<file path="config.mk">
export PLATFORM = sky130hd
export DESIGN_NAME = cdb_arbiter_flat
export DESIGN_NICKNAME = d
export VERILOG_FILES = /design/src/rtl/cdb_arbiter_pkg.sv /design/src/rtl/cdb_arbiter_if.sv /design/src/rtl/cdb_arbiter_rr_pick.sv /design/src/rtl/cdb_arbiter.sv /design/src/flat_wrapper.sv
export SDC_FILE = /design/constraint.sdc
export NUM_CORES = 1
export LEC_CHECK = 0
export BUFFER_PORTS_ARGS = -buffer_cell sky130_fd_sc_hd__buf_4
export CAP_MARGIN = 20
export CORE_MARGIN = 5
export CORE_UTILIZATION = 35
export CTS_CLUSTER_SIZE = 30
export DETAILED_ROUTE_END_ITERATION = 7
export PLACE_DENSITY_LB_ADDON = 0.12
export SETUP_SLACK_MARGIN = 0.5
export SYNTH_ARGS = -nofsm -noshare
export SYNTH_HDL_FRONTEND = slang
export SYNTH_HIERARCHICAL = 1
export SYNTH_SLANG_ARGS = --single-unit
</file>
<file path="constraint.sdc">
create_clock -name clk -period 3.2 [get_ports clk]
set_clock_uncertainty 0.15 [all_clocks]
set_input_delay 0.64 -clock clk [delete_from_list [all_inputs] [get_ports clk]]
set_output_delay 0.64 -clock clk [all_outputs]
set_load 0.05 [all_outputs]
</file>
<file path="src/rtl/cdb_arbiter_pkg.sv">
// Shared constants, types and index helper for the CDB arbiter.
// Unit numbering matches the functional-unit order of the core.
package cdb_arbiter_pkg;

    localparam int NUM_REQ = 4;
    localparam int TAG_W   = 4;
    localparam int DATA_W  = 32;

    localparam int FU_ALU = 0;
    localparam int FU_MDF = 1;
    localparam int FU_LS  = 2;
    localparam int FU_BR  = 3;

    localparam int CDB_SRC_W =
        (NUM_REQ > 1) ? $clog2(NUM_REQ) : 1;

    typedef logic [NUM_REQ-1:0]   req_vec_t;
    typedef logic [CDB_SRC_W-1:0] src_t;
    typedef logic [TAG_W-1:0]     tag_t;
    typedef logic [DATA_W-1:0]    data_t;

    // Modulo-NUM_REQ addition of two unit indices
    function automatic src_t idx_add(src_t a, src_t b);
        logic [CDB_SRC_W:0] s;
        s = {1'b0, a} + {1'b0, b};
        if (s >= (CDB_SRC_W+1)'(NUM_REQ))
            s = s - (CDB_SRC_W+1)'(NUM_REQ);
        return s[CDB_SRC_W-1:0];
    endfunction

endpackage

</file>
<file path="src/rtl/cdb_arbiter_if.sv">
// Request/broadcast bundle between the functional units and the arbiter.
// master = requesting side, slave = arbiter.
interface cdb_arbiter_if;
    import cdb_arbiter_pkg::*;

    logic                      flush;
    logic [NUM_REQ-1:0]        req;
    logic [NUM_REQ*TAG_W-1:0]  reqTag;
    logic [NUM_REQ*DATA_W-1:0] reqData;
    logic [NUM_REQ-1:0]        grant;
    logic                      cdbValid;
    logic [TAG_W-1:0]          cdbTag;
    logic [DATA_W-1:0]         cdbData;
    logic [CDB_SRC_W-1:0]      cdbSrc;

    modport master (
        output flush, req, reqTag, reqData,
        input  grant, cdbValid, cdbTag, cdbData, cdbSrc
    );

    modport slave (
        input  flush, req, reqTag, reqData,
        output grant, cdbValid, cdbTag, cdbData, cdbSrc
    );

endinterface

</file>
<file path="src/rtl/cdb_arbiter_rr_pick.sv">
// Round-robin winner search: rotate so ptr sits at bit 0,
// take the lowest set bit, then map back to a unit index.
module cdb_arbiter_rr_pick
    import cdb_arbiter_pkg::*;
(
    input  req_vec_t eff_i,
    input  src_t     ptr_i,
    output src_t     win_o,
    output logic     found_o
);

    req_vec_t rot;
    src_t     idx;

    // Rotate the request vector so that unit ptr lands at bit 0
    always_comb begin
        rot = '0;
        for (int i = 0; i < NUM_REQ; i++)
            rot[i] = eff_i[idx_add(src_t'(i), ptr_i)];
    end

    // Fixed-priority encoder, lowest index wins
    always_comb begin
        idx = '0;
        for (int i = NUM_REQ - 1; i >= 0; i--)
            if (rot[i])
                idx = src_t'(i);
    end

    assign win_o   = idx_add(idx, ptr_i);
    assign found_o = |eff_i;

endmodule

</file>
<file path="src/rtl/cdb_arbiter.sv">
// Common data bus arbiter: one round-robin winner per cycle,
// registered broadcast and a one-cycle grant back to the winner.
module cdb_arbiter
    import cdb_arbiter_pkg::*;
(
    input  logic        clk,
    input  logic        nRST,
    cdb_arbiter_if.slave cdb
);

    req_vec_t grant_q, grant_d;
    logic     valid_q, valid_d;
    tag_t     tag_q,   tag_d;
    data_t    data_q,  data_d;
    src_t     src_q,   src_d;
    src_t     ptr_q,   ptr_d;

    req_vec_t eff;
    src_t     win;
    logic     found;

    // A unit granted this cycle is masked so it cannot win twice
    assign eff = cdb.req & ~grant_q;

    cdb_arbiter_rr_pick u_pick (
        .eff_i   (eff),
        .ptr_i   (ptr_q),
        .win_o   (win),
        .found_o (found)
    );

    // Next broadcast: winner's payload, or idle with payload held
    always_comb begin
        grant_d = '0;
        valid_d = 1'b0;
        tag_d   = tag_q;
        data_d  = data_q;
        src_d   = src_q;
        ptr_d   = ptr_q;
        if (!cdb.flush && found) begin
            grant_d = req_vec_t'(1) << win;
            valid_d = 1'b1;
            tag_d   = cdb.reqTag[int'(win)*TAG_W +: TAG_W];
            data_d  = cdb.reqData[int'(win)*DATA_W +: DATA_W];
            src_d   = win;
            ptr_d   = idx_add(win, src_t'(1));
        end
    end

    // Broadcast and pointer registers
    always_ff @(posedge clk or negedge nRST) begin
        if (!nRST) begin
            grant_q <= '0;
            valid_q <= 1'b0;
            tag_q   <= '0;
            data_q  <= '0;
            src_q   <= '0;
            ptr_q   <= '0;
        end else begin
            grant_q <= grant_d;
            valid_q <= valid_d;
            tag_q   <= tag_d;
            data_q  <= data_d;
            src_q   <= src_d;
            ptr_q   <= ptr_d;
        end
    end

    assign cdb.grant    = grant_q;
    assign cdb.cdbValid = valid_q;
    assign cdb.cdbTag   = tag_q;
    assign cdb.cdbData  = data_q;
    assign cdb.cdbSrc   = src_q;

endmodule

</file>
<file path="src/flat_wrapper.sv">
// flat-port wrapper written by rule: the top's interface ports become plain ports
module cdb_arbiter_flat import cdb_arbiter_pkg::*;
  (clk, nRST, cdb_flush, cdb_req, cdb_reqTag, cdb_reqData, cdb_grant, cdb_cdbValid, cdb_cdbTag, cdb_cdbData, cdb_cdbSrc);
  cdb_arbiter_if cdb_i ();
  input  logic clk;
  input  logic nRST;
  input wire logic [$bits(cdb_i.flush)-1:0] cdb_flush;
  input wire logic [$bits(cdb_i.req)-1:0] cdb_req;
  input wire logic [$bits(cdb_i.reqTag)-1:0] cdb_reqTag;
  input wire logic [$bits(cdb_i.reqData)-1:0] cdb_reqData;
  output wire logic [$bits(cdb_i.grant)-1:0] cdb_grant;
  output wire logic [$bits(cdb_i.cdbValid)-1:0] cdb_cdbValid;
  output wire logic [$bits(cdb_i.cdbTag)-1:0] cdb_cdbTag;
  output wire logic [$bits(cdb_i.cdbData)-1:0] cdb_cdbData;
  output wire logic [$bits(cdb_i.cdbSrc)-1:0] cdb_cdbSrc;
  assign cdb_i.flush = cdb_flush;
  assign cdb_i.req = cdb_req;
  assign cdb_i.reqTag = cdb_reqTag;
  assign cdb_i.reqData = cdb_reqData;
  assign cdb_grant = cdb_i.grant;
  assign cdb_cdbValid = cdb_i.cdbValid;
  assign cdb_cdbTag = cdb_i.cdbTag;
  assign cdb_cdbData = cdb_i.cdbData;
  assign cdb_cdbSrc = cdb_i.cdbSrc;
  cdb_arbiter u_core (.clk(clk), .nRST(nRST), .cdb(cdb_i));
endmodule
</file>
# --- After elaboration in Yosys (flattened, before gate mapping) ---
# Cells that the tools add are included.
totals:
  word_cells: 55
  out_inout_bits: 43
  regBits: 45
op_classes:
  n_reduce_logical: 3
  n_shift: 3
  n_addsub: 11
  bitwise: 2
  n_mux: 20
  magnitude_cmp: 10
op_table:
  columns: ["op", "count"]
  rows:
  - ["128-bit by 8-bit indexed part select with 32-bit output", 1]
  - ["2-bit two-way mux", 10]
  - ["16-bit by 5-bit indexed part select with 4-bit output", 1]
  - ["3-bit >= comparator (second input constant)", 5]
  - ["2-bit by 3-bit < comparator with 1-bit output (second input constant)", 4]
  - ["2-bit by 1-bit subtractor with 2-bit output (second input constant)", 6]
  - ["1-bit binary-select mux with 2-bit select", 4]
  - ["2-bit by 2-bit adder with 3-bit output (first input constant)", 2]
  - ["1-bit two-way mux", 5]
  - ["4-bit bitwise AND", 1]
  - ["4-bit two-way mux", 1]
  - ["4-bit inverter", 1]
  - ["4-bit OR reduction", 1]
  - ["1-bit by 2-bit left shift with 4-bit output (first input constant)", 1]
  - ["1-bit by 2-bit adder with 3-bit output (first input constant)", 1]
  - ["2-bit by 1-bit adder with 3-bit output (second input constant)", 1]
  - ["2-bit by 2-bit adder with 3-bit output", 1]
  - ["2-bit by 3-bit >= comparator with 1-bit output (second input constant)", 1]
  - ["1-bit logical AND", 1]
  - ["1-bit logical NOT", 1]

# --- Logic depth before layout (Yosys ltp) ---
depth:
  word_depth: 15
  depth_mapped: 13

# --- Cells and area by module ---
# The synthesis kept the hierarchy.
modules_own_cells:
  columns: ["mod", "instances", "seq_area_each_um2", "area_per_inst_um2", "cells_each"]
  rows:
  - ["cdb_arbiter", 1, 1126.1, 2610.0, 149]
  - ["cdb_arbiter_rr_pick", 1, 0.0, 181.4, 27]

# --- Worst setup path after synthesis ---
# OpenSTA, ideal clock, no wires.
synth_path:
  path_type: "in2reg"
  start: "input port cdb_req[0]"
  end: "register u_core.ptr_q[1]"
  t_arrival_ns: 3.024
  path_buffers: 2
  required_ns: 2.925
  setup_slack_ns: -0.099
  path_stages: 13
  setup_ns: 0.125
  path_cell_list: "nor2b_1 or2b_1 o22ai_1 o21ai_0 o221ai_1 ha_1 xnor2_1 xnor2_1 buf_2 buf_2 inv_1 ha_1 mux2_2"
synth_via:
  elab_chain_cells: 13
synth_rtl:
  columns: ["item", "line_no", "text"]
  rows:
  - ["start, declared", "flat_wrapper.sv:8", "input wire logic [$bits(cdb_i.req)-1:0] cdb_req;"]
  - ["4-bit bitwise AND *", "cdb_arbiter.sv:23", "assign eff = cdb.req & ~grant_q;"]
  - ["1-bit binary-select mux with 2-bit select", "cdb_arbiter_rr_pick.sv:19", "rot[i] = eff_i[idx_add(src_t'(i), ptr_i)];"]
  - ["1-bit two-way mux (not written as such)", "cdb_arbiter_rr_pick.sv:19", null]
  - ["2-bit two-way mux (3 in series)", "cdb_arbiter_rr_pick.sv:26", "if (rot[i])"]
  - ["2-bit two-way mux *", "cdb_arbiter_rr_pick.sv:26", null]
  - ["2-bit by 2-bit adder with 3-bit output *", "cdb_arbiter_pkg.sv:25", "s = {1'b0, a} + {1'b0, b};"]
  - ["3-bit >= comparator / 2-bit by 1-bit subtractor with 2-bit output (equally long branches)", "cdb_arbiter_pkg.sv:26, cdb_arbiter_pkg.sv:27", null]
  - ["2-bit two-way mux *", "cdb_arbiter_pkg.sv:26", "if (s >= (CDB_SRC_W+1)'(NUM_REQ))"]
  - ["named net u_core.win[1]", "cdb_arbiter.sv:19", "src_t win;"]
  - ["2-bit by 1-bit adder with 3-bit output *", "cdb_arbiter_pkg.sv:25", null]
  - ["3-bit >= comparator / 2-bit by 1-bit subtractor with 2-bit output (equally long branches)", "cdb_arbiter_pkg.sv:26, cdb_arbiter_pkg.sv:27", null]
  - ["2-bit two-way mux *", "cdb_arbiter_pkg.sv:26", null]
  - ["end signal, assigned", "cdb_arbiter.sv:65", "ptr_q <= ptr_d;"]
  - ["end, declared", "cdb_arbiter.sv:16", "src_t ptr_q, ptr_d;"]
# Mark *: on every way through the listed nets, which the timed path passes. The rest lies on a longest branch. The select of a mux whose other input is x is not followed.
# A chain may end at the register's enable or synchronous reset.

# --- Worst setup path in the final report ---
layout_path:
  start: "input port cdb_req[0]"
  end: "register u_core.data_q[24] (netlist: u_core/cdb.cdbData[24])"
layout_via:
  elab_chain_cells: 11
layout_rtl:
  columns: ["item", "line_no", "text"]
  rows:
  - ["4-bit bitwise AND *", "cdb_arbiter.sv:23", null]
  - ["named net u_core.eff[0]", "cdb_arbiter.sv:18", "req_vec_t eff;"]
  - ["1-bit binary-select mux with 2-bit select", "cdb_arbiter_rr_pick.sv:19", null]
  - ["1-bit two-way mux (not written as such)", "cdb_arbiter_rr_pick.sv:19", null]
  - ["2-bit two-way mux (3 in series)", "cdb_arbiter_rr_pick.sv:26", null]
  - ["2-bit two-way mux *", "cdb_arbiter_rr_pick.sv:26", null]
  - ["2-bit by 2-bit adder with 3-bit output *", "cdb_arbiter_pkg.sv:25", null]
  - ["3-bit >= comparator / 2-bit by 1-bit subtractor with 2-bit output (equally long branches)", "cdb_arbiter_pkg.sv:26, cdb_arbiter_pkg.sv:27", null]
  - ["2-bit two-way mux *", "cdb_arbiter_pkg.sv:26", null]
  - ["named net u_core.win[1]", "cdb_arbiter.sv:19", null]
  - ["128-bit by 8-bit indexed part select with 32-bit output *", "cdb_arbiter.sv:44", "data_d = cdb.reqData[int'(win)*DATA_W +: DATA_W];"]
  - ["end signal, assigned", "cdb_arbiter.sv:63", "data_q <= data_d;"]
  - ["end, declared", "cdb_arbiter.sv:14", "data_t data_q, data_d;"]
# Marks and branches as above.

==> flow_summary.json <==
{
  "critPathKind": "in -> reg",
  "yosys_warnings": 6,
  "globalplace.congestion": 0.818,
  "drcViolationCount": 0,
  "finalWirelength_um": 8910,
  "path_delay_family": "multiplexers",
  "status": "finished, final reports clean",
  "grtUsageTotal": 0.181,
  "nNetsFinal": 542,
  "layout-drive-gt1-share": 0.821,
  "synth_fa_ha_area_frac": 0.0224,
  "power_density_mw_per_mm2": 1490,
  "grt_max_degree": 46,
  "num_io_pins": 194,
  "simple_gate_share_of_the_synthesized_area": 0.0439,
  "diodes": 0,
  "worstHoldPathType": "in -> async",
  "layout.core_utilization": 0.625,
  "static_leak_uw": 0.00228,
  "vias": 2439,
  "gr-total-overflow": 0,
  "die_area_mm2": 0.00986,
  "setup-tns-final_ns": 0,
  "worstMarginPinSlew_ns": 0.586,
  "worst_slew_margin_rel": 0.609,
  "report.final.setup_viol": 0,
  "drt_pass1_iterations": 4,
  "synth.lib_cells_used.distinct": 27,
  "compound_cell_area_share_of_the_yosys_netlist": 0.0197,
  "placed_cells_incl_taps": 463,
  "synth.cell_area_mm2": 0.00279,
  "crit_fanout": 5,
  "cts-buffers-inserted": 5,
  "drt-initial-drc-count": 24,
  "yosys-mux-area-fraction": 0.463,
  "num_rows": 32,
  "yosys_register_bits": 45,
  "holdWs_ns": 0.187,
  "vdd.ir_drop.worst_mv": 0.635,
  "rr_startpoint": "u_core/cdb.grant[0]$_DFF_PN0_",
  "critPathRequiredTime_ns": 3.23,
  "synth_top_family_by_area": "multiplexers",
  "crit_path_max_incr_delay_ns": 0.30,
  "maxClockFrequency_mhz": 348,
  "end_kind": "flip-flop",
  "tritoncts": "yes",
  "worstPathCellList": "buf_4, nor2b_4, buf_4, buf_4, mux2_4, a32oi_1, o22ai_1, xnor2_4, buf_4, buf_6, buf_6, mux4_2, mux2_2",
  "antenna_found_initial": 0,
  "synth_seq_area_share": 0.403,
  "layout_worst_path_cycle_share": 0.897,
  "critPathArrivalTime_ns": 2.90,
  "chip_height_um": 99.3,
  "syn2layout_area_growth_pct": 74.0,
  "detailedPlacementHpwl_um": 6670,
  "die-width_um": 99.3,
  "ff_to_ff_path_depth": 12,
  "rsz0062_at_grt": "true",
  "number_of_cells_on_the_critical_path": 13,
  "vias_in_the_first_global_route": 2833,
  "hold_viol_final": 0,
  "fin_total_pwr_uw": 7220,
  "coreArea_mm2": 0.00777,
  "cts-htree-levels": 2,
  "startpoint_type": "input port",
  "synth_xor_xnor_area_share": 0.00628,
  "cts_buffer_depth": 2,
  "worstPathBufferInverterCount": 6,
  "finish.cell_count_without_fillers": 488,
  "layout_min_cycle_time_ns": 2.87,
  "clock_transition_at_path_regs_ns": 0.08,
  "synthesized_area_per_cell_um2": 15.9,
  "grt_pass1_wl_um": 14000,
  "worstSetupStartpoint": "cdb_req[0]",
  "timing_max_transition_violations_final": 0,
  "routed_wire_length_per_instance_um": 18.3,
  "max_cap_violations": 0,
  "clkLatencyLatePin_ns": 0.29,
  "post_syn_instances": 176,
  "starting_density": 0.359,
  "cell_with_the_largest_stage_delay_on_the_worst_path": "sky130_fd_sc_hd__mux4_2",
  "cts.hold.buffers_added": 0,
  "critPathMostFrequentCell": "sky130_fd_sc_hd__buf_4",
  "number_of_nets_in_the_synthesized_netlist": 332,
  "via_density_per_instance": 5.00,
  "clock_sink_count": 45,
  "numPortBuffers": 193,
  "postRouteAntennaNets": 0,
  "clockRootBuffer": "sky130_fd_sc_hd__clkbuf_8"
}
-- layout by cell type (no fill, tap or decap) --
cell type                  instances
sky130_fd_sc_hd__a31oi_1           1
sky130_fd_sc_hd__a32oi_1           1
sky130_fd_sc_hd__and2_1            3
sky130_fd_sc_hd__and2_4            1
sky130_fd_sc_hd__buf_12            7
sky130_fd_sc_hd__buf_16            4
sky130_fd_sc_hd__buf_4           200
sky130_fd_sc_hd__buf_6             6
sky130_fd_sc_hd__clkbuf_1          1
sky130_fd_sc_hd__clkbuf_8          6
sky130_fd_sc_hd__dfrtp_1          44
sky130_fd_sc_hd__dfrtp_2           1
sky130_fd_sc_hd__ha_1              3
sky130_fd_sc_hd__ha_4              2
sky130_fd_sc_hd__inv_1             2
sky130_fd_sc_hd__inv_2             1
sky130_fd_sc_hd__mux2_2           32
sky130_fd_sc_hd__mux2_4            9
sky130_fd_sc_hd__mux4_2           36
sky130_fd_sc_hd__nand2_1           4
sky130_fd_sc_hd__nand3b_1          1
sky130_fd_sc_hd__nor2_1            3
sky130_fd_sc_hd__nor2b_1           1
sky130_fd_sc_hd__nor2b_2           1
sky130_fd_sc_hd__nor2b_4           4
sky130_fd_sc_hd__nor3_1            1
sky130_fd_sc_hd__o21ai_0           1
sky130_fd_sc_hd__o21ai_2           1
sky130_fd_sc_hd__o221ai_2          1
sky130_fd_sc_hd__o22ai_1           1
sky130_fd_sc_hd__o22ai_2           1
sky130_fd_sc_hd__o311ai_2          1
sky130_fd_sc_hd__or2_2             1
sky130_fd_sc_hd__or2b_1            2
sky130_fd_sc_hd__xnor2_4           2
-- path summary, 6_finish.rpt --
kind	to	slack [ns]
worst min register to register	u_core/cdb.cdbTag[1]$_DFFE_PN0P_	0.36
worst max register to register	u_core/cdb.cdbData[24]$_DFFE_PN0P_	0.35
max in group asynchronous	u_core/ptr_q[0]$_DFFE_PN0P_	2.29
worst max-delay path	u_core/cdb.cdbData[24]$_DFFE_PN0P_	0.33
worst min-delay path	u_core/cdb.cdbValid$_DFF_PN0_	0.19
min in group clk	u_core/cdb.cdbTag[1]$_DFFE_PN0P_	0.36
-- synthesized netlist by cell type --
master / n / share of area
sky130_fd_sc_hd__or2b_1: 2 / 0.0054
sky130_fd_sc_hd__buf_8: 1 / 0.0054
sky130_fd_sc_hd__o22ai_1: 2 / 0.0045
sky130_fd_sc_hd__buf_6: 2 / 0.0081
sky130_fd_sc_hd__nand3b_1: 1 / 0.0027
sky130_fd_sc_hd__mux2_4: 5 / 0.027
sky130_fd_sc_hd__mux2_2: 36 / 0.15
sky130_fd_sc_hd__buf_2: 8 / 0.014
sky130_fd_sc_hd__a31oi_1: 1 / 0.0022
sky130_fd_sc_hd__or2_2: 1 / 0.0022
sky130_fd_sc_hd__a32oi_1: 1 / 0.0031
sky130_fd_sc_hd__nor2b_1: 6 / 0.013
sky130_fd_sc_hd__ha_1: 5 / 0.022
sky130_fd_sc_hd__mux4_2: 36 / 0.29
sky130_fd_sc_hd__nand2_1: 4 / 0.0054
sky130_fd_sc_hd__clkbuf_1: 1 / 0.0013
sky130_fd_sc_hd__and2_1: 4 / 0.0090
sky130_fd_sc_hd__xnor2_1: 2 / 0.0063
sky130_fd_sc_hd__nor2_1: 3 / 0.0040
sky130_fd_sc_hd__nor3_1: 1 / 0.0018
sky130_fd_sc_hd__o21ai_0: 2 / 0.0036
sky130_fd_sc_hd__o311ai_0: 1 / 0.0031
sky130_fd_sc_hd__o221ai_1: 1 / 0.0031
sky130_fd_sc_hd__dfrtp_1: 45 / 0.40
sky130_fd_sc_hd__buf_1: 1 / 0.0013
sky130_fd_sc_hd__buf_12: 1 / 0.0072
sky130_fd_sc_hd__inv_1: 3 / 0.0040
-- area by class of cell --
cell class              count  area [µm²]
fillers                   654        2910
repair buffers            217        1820
multi-input cells         114        1690
flip-flops and latches     45        1130
well taps                 102         128
clock buffers               7        86.3
inverters                   3        11.3
-- cells by family (layout without fill, tap and decap cells) --
family / Yosys count / count (layout)
buffers and inverters: 17 / 227
AND/OR/NAND/NOR: 22 / 22
flip-flops: 45 / 45
XOR/XNOR: 2 / 2
AO/OA/AOI/OAI: 8 / 8
multiplexers: 77 / 77
adder cells (fa/ha/maj): 5 / 5
-- stage by stage --
stage / cell area [µm²] / setup WS [ns]
5_1_grt: 4860 / 0.222
6_report: 4860 / 0.330
3_5_place_dp: 4430 / 0.0436
3_3_place_gp: 4430 / 0.116
4_1_cts: 4750 / 0.412
2_1_floorplan: 2860 / 0.275
-- state kept, by name (all words and copies together), names as in the netlist --
name / cells
u_core/cdb.cdbData: 32
u_core/cdb.cdbValid: 1
u_core/ptr_q: 2
u_core/cdb.cdbSrc: 2
u_core/cdb.cdbTag: 4
u_core/cdb.grant: 4
-- power by group --
group          leakage (µW)  switching (µW)  internal, µW
Combinational       0.00171            2590          3210
Clock             0.0000443             181           172
Sequential         0.000533             191           872
Total               0.00228            2970          4260
-- metal layers --
metal  GRT usage  vias to the layer above  part of all wire
met3      0.0498                        9             0.071
met1       0.202                     1214              0.37
li1            -                     1114                 -
met2       0.340                      102              0.55
met4      0.0431                        0             0.011
met5           0                        -                 0
-- timing repair --
item,CTS,global route
pin swaps,3,4
gates cloned,4,0
buffers inserted,9,5
endpoints found under the setup margin,37,40
gates resized for setup,11,14
Power figures use the tool's default switching activity.
